$ cat src/rtl/seq_restoring_divider_pkg.sv
// Shared definitions for the sequential restoring divider: FSM state
// encoding and the default operand width.
package seq_restoring_divider_pkg;

  localparam int DEFAULT_WIDTH = 8;

  typedef enum logic [1:0] {
    IDLE = 2'd0,
    RUN  = 2'd1,
    DONE = 2'd2
  } state_t;

endpackage

$ cat src/rtl/seq_restoring_divider_div_step.sv
// One restoring-division iteration: shift the partial remainder left by one,
// bring in the next dividend bit, and trial-subtract the divisor. The sign of
// the difference selects restore or keep and gives the quotient bit.
module seq_restoring_divider_div_step
  import seq_restoring_divider_pkg::*;
#(
  parameter int WIDTH = DEFAULT_WIDTH
) (
  input  logic [WIDTH:0]   rem_in,
  input  logic             shift_in,
  input  logic [WIDTH-1:0] divisor,
  output logic [WIDTH:0]   rem_out,
  output logic             q_bit
);

  logic [WIDTH+1:0] shifted;
  logic [WIDTH+1:0] diff;

  // The MSB of rem_in is always 0 because the remainder stays below the
  // divisor, and only WIDTH bits are ever shifted in when the divisor is 0.
  // Keeping it in the shifted word costs nothing and leaves the top bit as a
  // clean sign bit for the trial subtraction.
  always_comb begin
    shifted = {rem_in, shift_in};
    diff    = shifted - {2'b00, divisor};
    q_bit   = ~diff[WIDTH+1];
    rem_out = q_bit ? diff[WIDTH:0] : shifted[WIDTH:0];
  end

endmodule

$ cat src/rtl/seq_restoring_divider.sv
// Multi-cycle unsigned restoring divider, one quotient bit per clock, with a
// start/busy/done handshake. Results are published only when the last
// iteration completes and are held until the next division finishes.
module seq_restoring_divider
  import seq_restoring_divider_pkg::*;
#(
  parameter int WIDTH = DEFAULT_WIDTH
) (
  input  logic             clk,
  input  logic             rst_n,
  input  logic             start,
  input  logic [WIDTH-1:0] dividend,
  input  logic [WIDTH-1:0] divisor,
  output logic             busy,
  output logic             done,
  output logic [WIDTH-1:0] quotient,
  output logic [WIDTH-1:0] remainder,
  output logic             div_by_zero
);

  localparam int CNT_W = $clog2(WIDTH + 1);

  state_t           state;
  state_t           state_next;
  logic [CNT_W-1:0] count;
  logic [WIDTH-1:0] q_work;
  logic [WIDTH-1:0] d_work;
  logic [WIDTH:0]   r_work;
  logic [WIDTH:0]   r_next;
  logic             q_bit;
  logic             dbz_work;
  logic             last_iter;
  logic [WIDTH-1:0] q_next;

  assign last_iter = (count == CNT_W'(1));
  assign q_next    = {q_work[WIDTH-2:0], q_bit};
  assign busy      = (state == RUN);
  assign done      = (state == DONE);

  seq_restoring_divider_div_step #(
    .WIDTH(WIDTH)
  ) u_step (
    .rem_in  (r_work),
    .shift_in(q_work[WIDTH-1]),
    .divisor (d_work),
    .rem_out (r_next),
    .q_bit   (q_bit)
  );

  // FSM state register
  always_ff @(posedge clk or negedge rst_n) begin
    if (!rst_n) state <= IDLE;
    else        state <= state_next;
  end

  // FSM next-state logic; start is only honoured in IDLE
  always_comb begin
    state_next = state;
    case (state)
      IDLE:    if (start) state_next = RUN;
      RUN:     if (last_iter) state_next = DONE;
      DONE:    state_next = IDLE;
      default: state_next = IDLE;
    endcase
  end

  // Operand capture, iteration datapath and result publication
  always_ff @(posedge clk or negedge rst_n) begin
    if (!rst_n) begin
      count       <= '0;
      q_work      <= '0;
      d_work      <= '0;
      r_work      <= '0;
      dbz_work    <= 1'b0;
      quotient    <= '0;
      remainder   <= '0;
      div_by_zero <= 1'b0;
    end else begin
      case (state)
        IDLE: begin
          if (start) begin
            d_work   <= divisor;
            q_work   <= dividend;
            r_work   <= '0;
            dbz_work <= (divisor == '0);
            count    <= CNT_W'(WIDTH);
          end
        end
        RUN: begin
          r_work <= r_next;
          q_work <= q_next;
          count  <= count - CNT_W'(1);
          if (last_iter) begin
            quotient    <= q_next;
            remainder   <= r_next[WIDTH-1:0];
            div_by_zero <= dbz_work;
          end
        end
        default: ;
      endcase
    end
  end

endmodule

$ cat config.mk
export PLATFORM = sky130hd
export DESIGN_NAME = seq_restoring_divider
export DESIGN_NICKNAME = d
export VERILOG_FILES = /design/src/rtl/seq_restoring_divider_pkg.sv /design/src/rtl/seq_restoring_divider_div_step.sv /design/src/rtl/seq_restoring_divider.sv
export SDC_FILE = /design/constraint.sdc
export NUM_CORES = 1
export LEC_CHECK = 0
export CAP_MARGIN = 10
export CELL_PAD_IN_SITES_DETAIL_PLACEMENT = 1
export CELL_PAD_IN_SITES_GLOBAL_PLACEMENT = 1
export CORE_UTILIZATION = 37
export DETAILED_ROUTE_END_ITERATION = 10
export PLACE_DENSITY = 0.81
export SYNTH_ARGS = -nofsm -noshare
export SYNTH_HDL_FRONTEND = slang
export SYNTH_SLANG_ARGS = --single-unit
$ cat constraint.sdc
create_clock -name clk -period 2.6 [get_ports clk]
set_input_delay 0.52 -clock clk [delete_from_list [all_inputs] [get_ports clk]]
set_output_delay 0.52 -clock clk [all_outputs]
set_load 0.02 [all_outputs]
==> results of run 1 <==
==> cell usage after synthesis, drive strengths merged (2+ instances only) <==
cell type  instances
nor3               3
ha                10
nand4              7
o21ai             19
o211ai             6
o22ai             14
a221o              4
o21bai             2
inv               15
nor4               3
clkinv             2
a211oi             3
dfrtp             49
and2               2
a21o               7
or3                2
nor2              12
a21oi             14
nand2             71
clkbuf            11
xor2               2
buf                5
nand3             12
xnor2              3
==> layout make-up <==
type                            instances  area (um2)
Multi-Input combinational cell        214        1240
Clock buffer                            5        68.8
Sequential cell                        49        1230
Clock inverter                          3        28.8
Tap cell                               96         120
Fill cell                             818        3580
Timing Repair Buffer                   47         465
Inverter                               17        63.8
==> layer usage <==
layer	up-vias	share of wire	track usage	wire length, um
met5	-	0	0	0
met4	0	0.0075	0.0439	53
met3	4	0.018	0.0298	125
met2	31	0.52	0.388	3670
met1	1168	0.46	0.271	3250
li1	1117	-	-	-
==> logic make-up (layout without fill, tap and decap cells) <==
family | count (synthesis) | count (layout) | synth area share
adders and majority gates | 11 | 11 | 0.0559
and+or+nand+nor | 115 | 115 | 0.191
DFF | 49 | 49 | 0.472
xor gates and xnor gates | 5 | 5 | 0.0169
AOI/OAI and AO/OA | 82 | 82 | 0.208
buffers and inverters | 33 | 72 | 0.0515
muxes | 1 | 1 | 0.00433
==> cell usage in the layout, fill, tap and decap left out, types with 2 or more instances in the layout <==
master           Yosys  layout
clkbuf_8             0       5
clkdlybuf4s50_1      0      36
nor3_1               3       3
nand3_1             12      12
buf_12               0       2
a21o_1               7       7
o211ai_1             6       6
nor4_1               3       3
or3_1                2       2
o22ai_1             14      14
a211oi_1             3       3
clkinv_1             2       2
a21oi_1             14      14
ha_1                10      10
inv_1               15      15
o21bai_1             2       2
buf_4                0       8
dfrtp_1             49      49
nor2_1              12      12
nand2_1             71      71
xor2_1               2       2
a221o_1              4       4
xnor2_1              3       3
o21ai_0             18      18
nand4_1              7       7
==> state kept, by name, summed over array words and instances, names as in the netlist <==
name	cells
r_work	9
quotient	8
state	2
q_work	8
div_by_zero	1
dbz_work	1
remainder	8
count	4
d_work	8
==> power breakdown <==
group	leakage (nW)	switching, mW	internal (mW)
clock network	0.0506	0.298	0.202
registers	0.596	0.276	1.12
logic	0.759	1.63	1.20
==> how the worst max path moves through the flow <==
stage	to	slack, ns	depth (start not counted)
2_1_floorplan	r_work[0]	0.14	9
3_3_place_gp	remainder[2]	0.25	7
3_5_place_dp	r_work[0]	0.16	8
4_1_cts	r_work[0]	0.13	8
5_1_grt	r_work[3]	0.007	8
6_report	r_work[0]	0.13	8
==> worst max-delay path: stages, from the launching register on <==
cell and delay, ns:
dfrtp_1 0.46, ha_1 0.29, nor2b_1 0.16, o2111a_1 0.25
o31a_1 0.29, or3_1 0.33, buf_4 0.22, a211oi_1 0.27
a221o_1 0.14
==> per-stage QoR <==
stage                      util  worst slack, ns  instance area [um2]
after floorplan               -            0.137                 2600
after global placement    0.458            0.254                 3110
after detailed placement  0.458            0.159                 3110
after CTS                 0.473            0.130                 3210
after global routing      0.473          0.00682                 3210
final                     0.473            0.126                 3210
==> flow_summary.yaml, run 1 <==
power_and_ir_drop:
  p_total_mw: 4.72
  vdd_drop_max_mv: 0.557
  p_leak_nw: 1.41
  power.density_nw_per_um2: 1470
timing:
  tightest_slew_ns: 0.580
  min_period_over_period: 0.951
  setup_viol: 0
  slew_headroom: 0.614
  clock_skew_ns: 0.0103
  fin_crit_ns: 2.47
  fin_hold_ws_ns: 0.194
  rsz0062_at_grt: "false"
  fmax_mhz: 404
  drv_slew: 0
  finalHoldViolCount: 0
  final.setup.tns_ns: 0
critical_path:
  r2r-end: "r_work[0]"
  crit_start: "r_work[0]"
  crit_type: "flop to flop"
  r2r_cells: 8
  worstPathArrival_ns: 2.73
  rr_startpoint: "r_work[0]"
  worstSetupEndpointType: "flop"
  r2r_setup_slack_ns: 0.13
  start_kind: "flop"
  crit_required_ns: 2.86
  cp_max_fo: 23
placed_design:
  dp_hpwl_mm: 5.16
  gp_congestion: 0.836
  dp_cells: 423
  port_buffers: 37
yosys:
  synth_edf_count: 0
  syn_avg_cell_area_um2: 8.78
  yosysTopAreaCell: "dfrtp_1"
  synth_area_um2: 2600
  synthFlopType: "dfrtp_1"
  synthArstFlopShare: 1.00
  yosysTopAreaCellShare: 0.472
  yosys_warnings: 0
  ys_seq_area_frac: 0.472
  synth.ff_latch_count: 49
  yosys-top-cells-area: "dfrtp_1 47%, nand2_1 10%, ha_1 4.8%, o21ai_0 3.5%, o22ai_1 3.4%"
  synth_nets: 326
  synth.distinct_cells: 46
  synthCells: 296
route:
  drcViolationCount: 0
  wire_per_inst_um: 16.5
  vias: 2320
  first_iter_violations: 133
  drt-total-wl_mm: 7.10
  ant_nets: 0
  dr.pass1.iters: 4
  via_per_inst: 5.38
cells_and_area:
  drive_gt1_frac: 0.0687
  area_growth_syn_to_layout_pct: 23.6
  n_antenna_cell: 0
  nets: 364
  stdcell_count: 431
floorplanning:
  initial_utilization: 0.382
  die_area_um2: 7360
  rows: 30
  dieWidth_um: 85.8
  io_pins: 38
  die_y_um: 85.8
  coreArea_um2: 6790
cts:
  cts_setup_buffers: 0
  clkLatencyLatePin_ns: 0.31
  clock-sinks: 49
  h-tree-depth: 2
  cts_resized: 0
  cts_tree: "done"
  cts_hold_buf: 0
  path_clk_slew_ns: 0.11
  cts_root_buf: "clkbuf_8"
  cts_made_buffers: 5
  clock_path_buffers: 2
hold_path:
  worstHoldPathType: "primary input to asynchronous set/reset pin"
grt:
  grt_pass1_wl_mm: 12.3
  grt_max_degree: 28
  overflow: 0
  antenna_found_initial: 0
  grt_pass1_vias: 2518
  grtUsageTotal: 0.214
run_status:
  status: "finished, final reports clean"
flow_run:
  maxCapViolCount: 0
Power figures use the tool's default switching activity.
==> run 2, diff against run 1 <==
Settings changed: PLACE_DENSITY 0.81 to not set, PLACE_DENSITY_LB_ADDON set to 0.1, SKIP_LAST_GASP set to 1.
==> run 2 against run 1 <==
Effect of this change: wire length decreased by 0.62%; first-iteration DRC count decreased by 20%; via count increased by 0.43%; setup slack improved by 0.031 ns; largest cell class unchanged; largest power group unchanged.
==> flow_summary.yaml, run 2 (synthesis results as in run 1) <==
run_status:
  status: "finished, final reports clean"
timing:
  fin_hold_ws_ns: 0.220
  rsz0062_at_grt: "false"
  fin_crit_ns: 2.44
  finalHoldViolCount: 0
  final.setup.tns_ns: 0
  slew_headroom: 0.588
  clock_skew_ns: 0.00683
  min_period_over_period: 0.939
  setup_viol: 0
  drv_slew: 0
  setup_ws_ns: 0.158
  fmax_mhz: 409
  tightest_slew_ns: 0.619
critical_path:
  rr_startpoint: "d_work[1]"
  start_kind: "flop"
  cp_max_fo: 24
  crit_required_ns: 2.80
  crit_chain: "inv_1, ha_1, nor2b_1, o2111a_1, o31a_1, o21ai_1, buf_4, nand2_1, o311ai_0"
  worst-path-buf-inv: 2
  r2r-end: "r_work[3]"
  worstPathArrival_ns: 2.64
  r2r_setup_slack_ns: 0.16
  r2r_cells: 9
  cp_top_family: "compound AO/OA/AOI/OAI gates"
  crit_type: "flop to flop"
  slowest_delay_ns: 0.37
  worst_path_max_delay_cell: "dfrtp_1"
  worstSetupEndpointType: "flop"
cts:
  path_clk_slew_ns: 0.10
  clock-sinks: 49
  cts_resized: 0
  clkLatencyLatePin_ns: 0.31
  cts_setup_buffers: 0
  h-tree-depth: 2
  cts_root_buf: "clkbuf_8"
  cts_made_buffers: 5
  cts_hold_buf: 0
  cts_tree: "done"
  clock_path_buffers: 2
floorplanning:
  dieWidth_um: 85.8
  die_area_um2: 7360
  die_y_um: 85.8
  io_pins: 38
  rows: 30
  coreArea_um2: 6790
  initial_utilization: 0.382
placed_design:
  gp_congestion: 0.797
  dp_hpwl_mm: 5.13
  place_ws_ns: 0.184
  port_buffers: 37
  dp_cells: 424
  placedInstanceArea_um2: 3110
grt:
  grtUsageTotal: 0.208
  antenna_found_initial: 0
  grt_max_degree: 26
  grt_pass1_wl_mm: 11.8
  grt_pass1_vias: 2365
  overflow: 0
cells_and_area:
  final_cell_mix: "71 x nand2_1, 49 x dfrtp_1, 36 x clkdlybuf4s50_1"
  largest_register: "r_work"
  ff_latch_area_um2: 1230
  multi_input_area_um2: 1240
  drive_gt1_frac: 0.0714
  final_common_cell: "nand2_1"
  stdcell_count: 432
  final_core_util: 0.473
  nets: 365
  design_area_um2: 3210
  fill_cells: 803
  n_antenna_cell: 0
  largest_reg_flops: 9
  area_growth_syn_to_layout_pct: 23.7
route:
  ant_nets: 0
  drcViolationCount: 0
  drt-total-wl_mm: 7.05
  vias: 2330
  wire_per_inst_um: 16.3
  via_per_inst: 5.39
  first_iter_violations: 106
  dr.pass1.iters: 4
power_and_ir_drop:
  p_sw_frac: 0.462
  clkPwrFrac: 0.110
  switching_power_mw: 2.18
  power_frac_seq: 0.292
  power.density_nw_per_um2: 1470
  p_leak_nw: 1.41
  vdd_drop_max_mv: 0.464
  comb_power_share: 0.597
  p_total_mw: 4.73
  p_int_mw: 2.55
flow_run:
  maxCapViolCount: 0
hold_path:
  worstHoldPathType: "primary input to asynchronous set/reset pin"
## run 2: changes by cell type in the layout (fill, tap and decap cells not counted)
cell,previous run,this run
inv_8,1,0
clkbuf_8,5,7
buf_4,8,10
buf_12,2,1
clkinv_4,1,0
## run 2: layout make-up
cell class | instances | share of cell area
Sequential cell | 49 | 0.382
Inverter | 17 | 0.0199
Multi-Input combinational cell | 214 | 0.385
Tap cell | 96 | 0.0374
Clock inverter | 1 | 0.00273
Clock buffer | 7 | 0.0300
Timing Repair Buffer | 48 | 0.143
## run 2: power groups by stage
stage / logic, mW / registers, mW / clock network, mW
after floorplan: 1.86 / 1.46 / 0
after global placement: 2.76 / 1.39 / 0
after detailed placement: 2.83 / 1.40 / 0
after CTS: 2.84 / 1.39 / 0.534
after global routing: 3.14 / 1.43 / 0.553
final: 2.82 / 1.38 / 0.520
## run 2: per-layer routing
metal	vias to the layer above	wire length (um)	track usage
li1	1119	-	-
met1	1157	3220	0.269
met2	44	3470	0.357
met3	10	204	0.0289
met4	0	152	0.0758
met5	-	0	0
## run 2: worst reg2reg max path: stages, from the launching register on
cell and delay, ns:
dfrtp_1 0.37, inv_1 0.12, ha_1 0.24, nor2b_1 0.15
o2111a_1 0.25, o31a_1 0.29, o21ai_1 0.14, buf_4 0.28
nand2_1 0.16, o311ai_0 0.34
## run 2: worst max-delay path by stage
stage               from         to  slack, ns  cells past startpoint
3_5_place_dp   d_work[1]  r_work[3]       0.18                      9
2_1_floorplan  r_work[0]  r_work[0]       0.14                      9
3_3_place_gp   d_work[1]  r_work[3]       0.24                      9
6_report       d_work[1]  r_work[3]       0.16                      9
4_1_cts        d_work[1]  r_work[3]       0.14                      9
5_1_grt        r_work[5]  r_work[0]       0.03                      8
==> run 3, diff against run 2 <==
Settings changed: HOLD_SLACK_MARGIN set to 0.05.
==> results of run 3 <==
No change in the layout: final DEF, timing and power equal those of run 2.
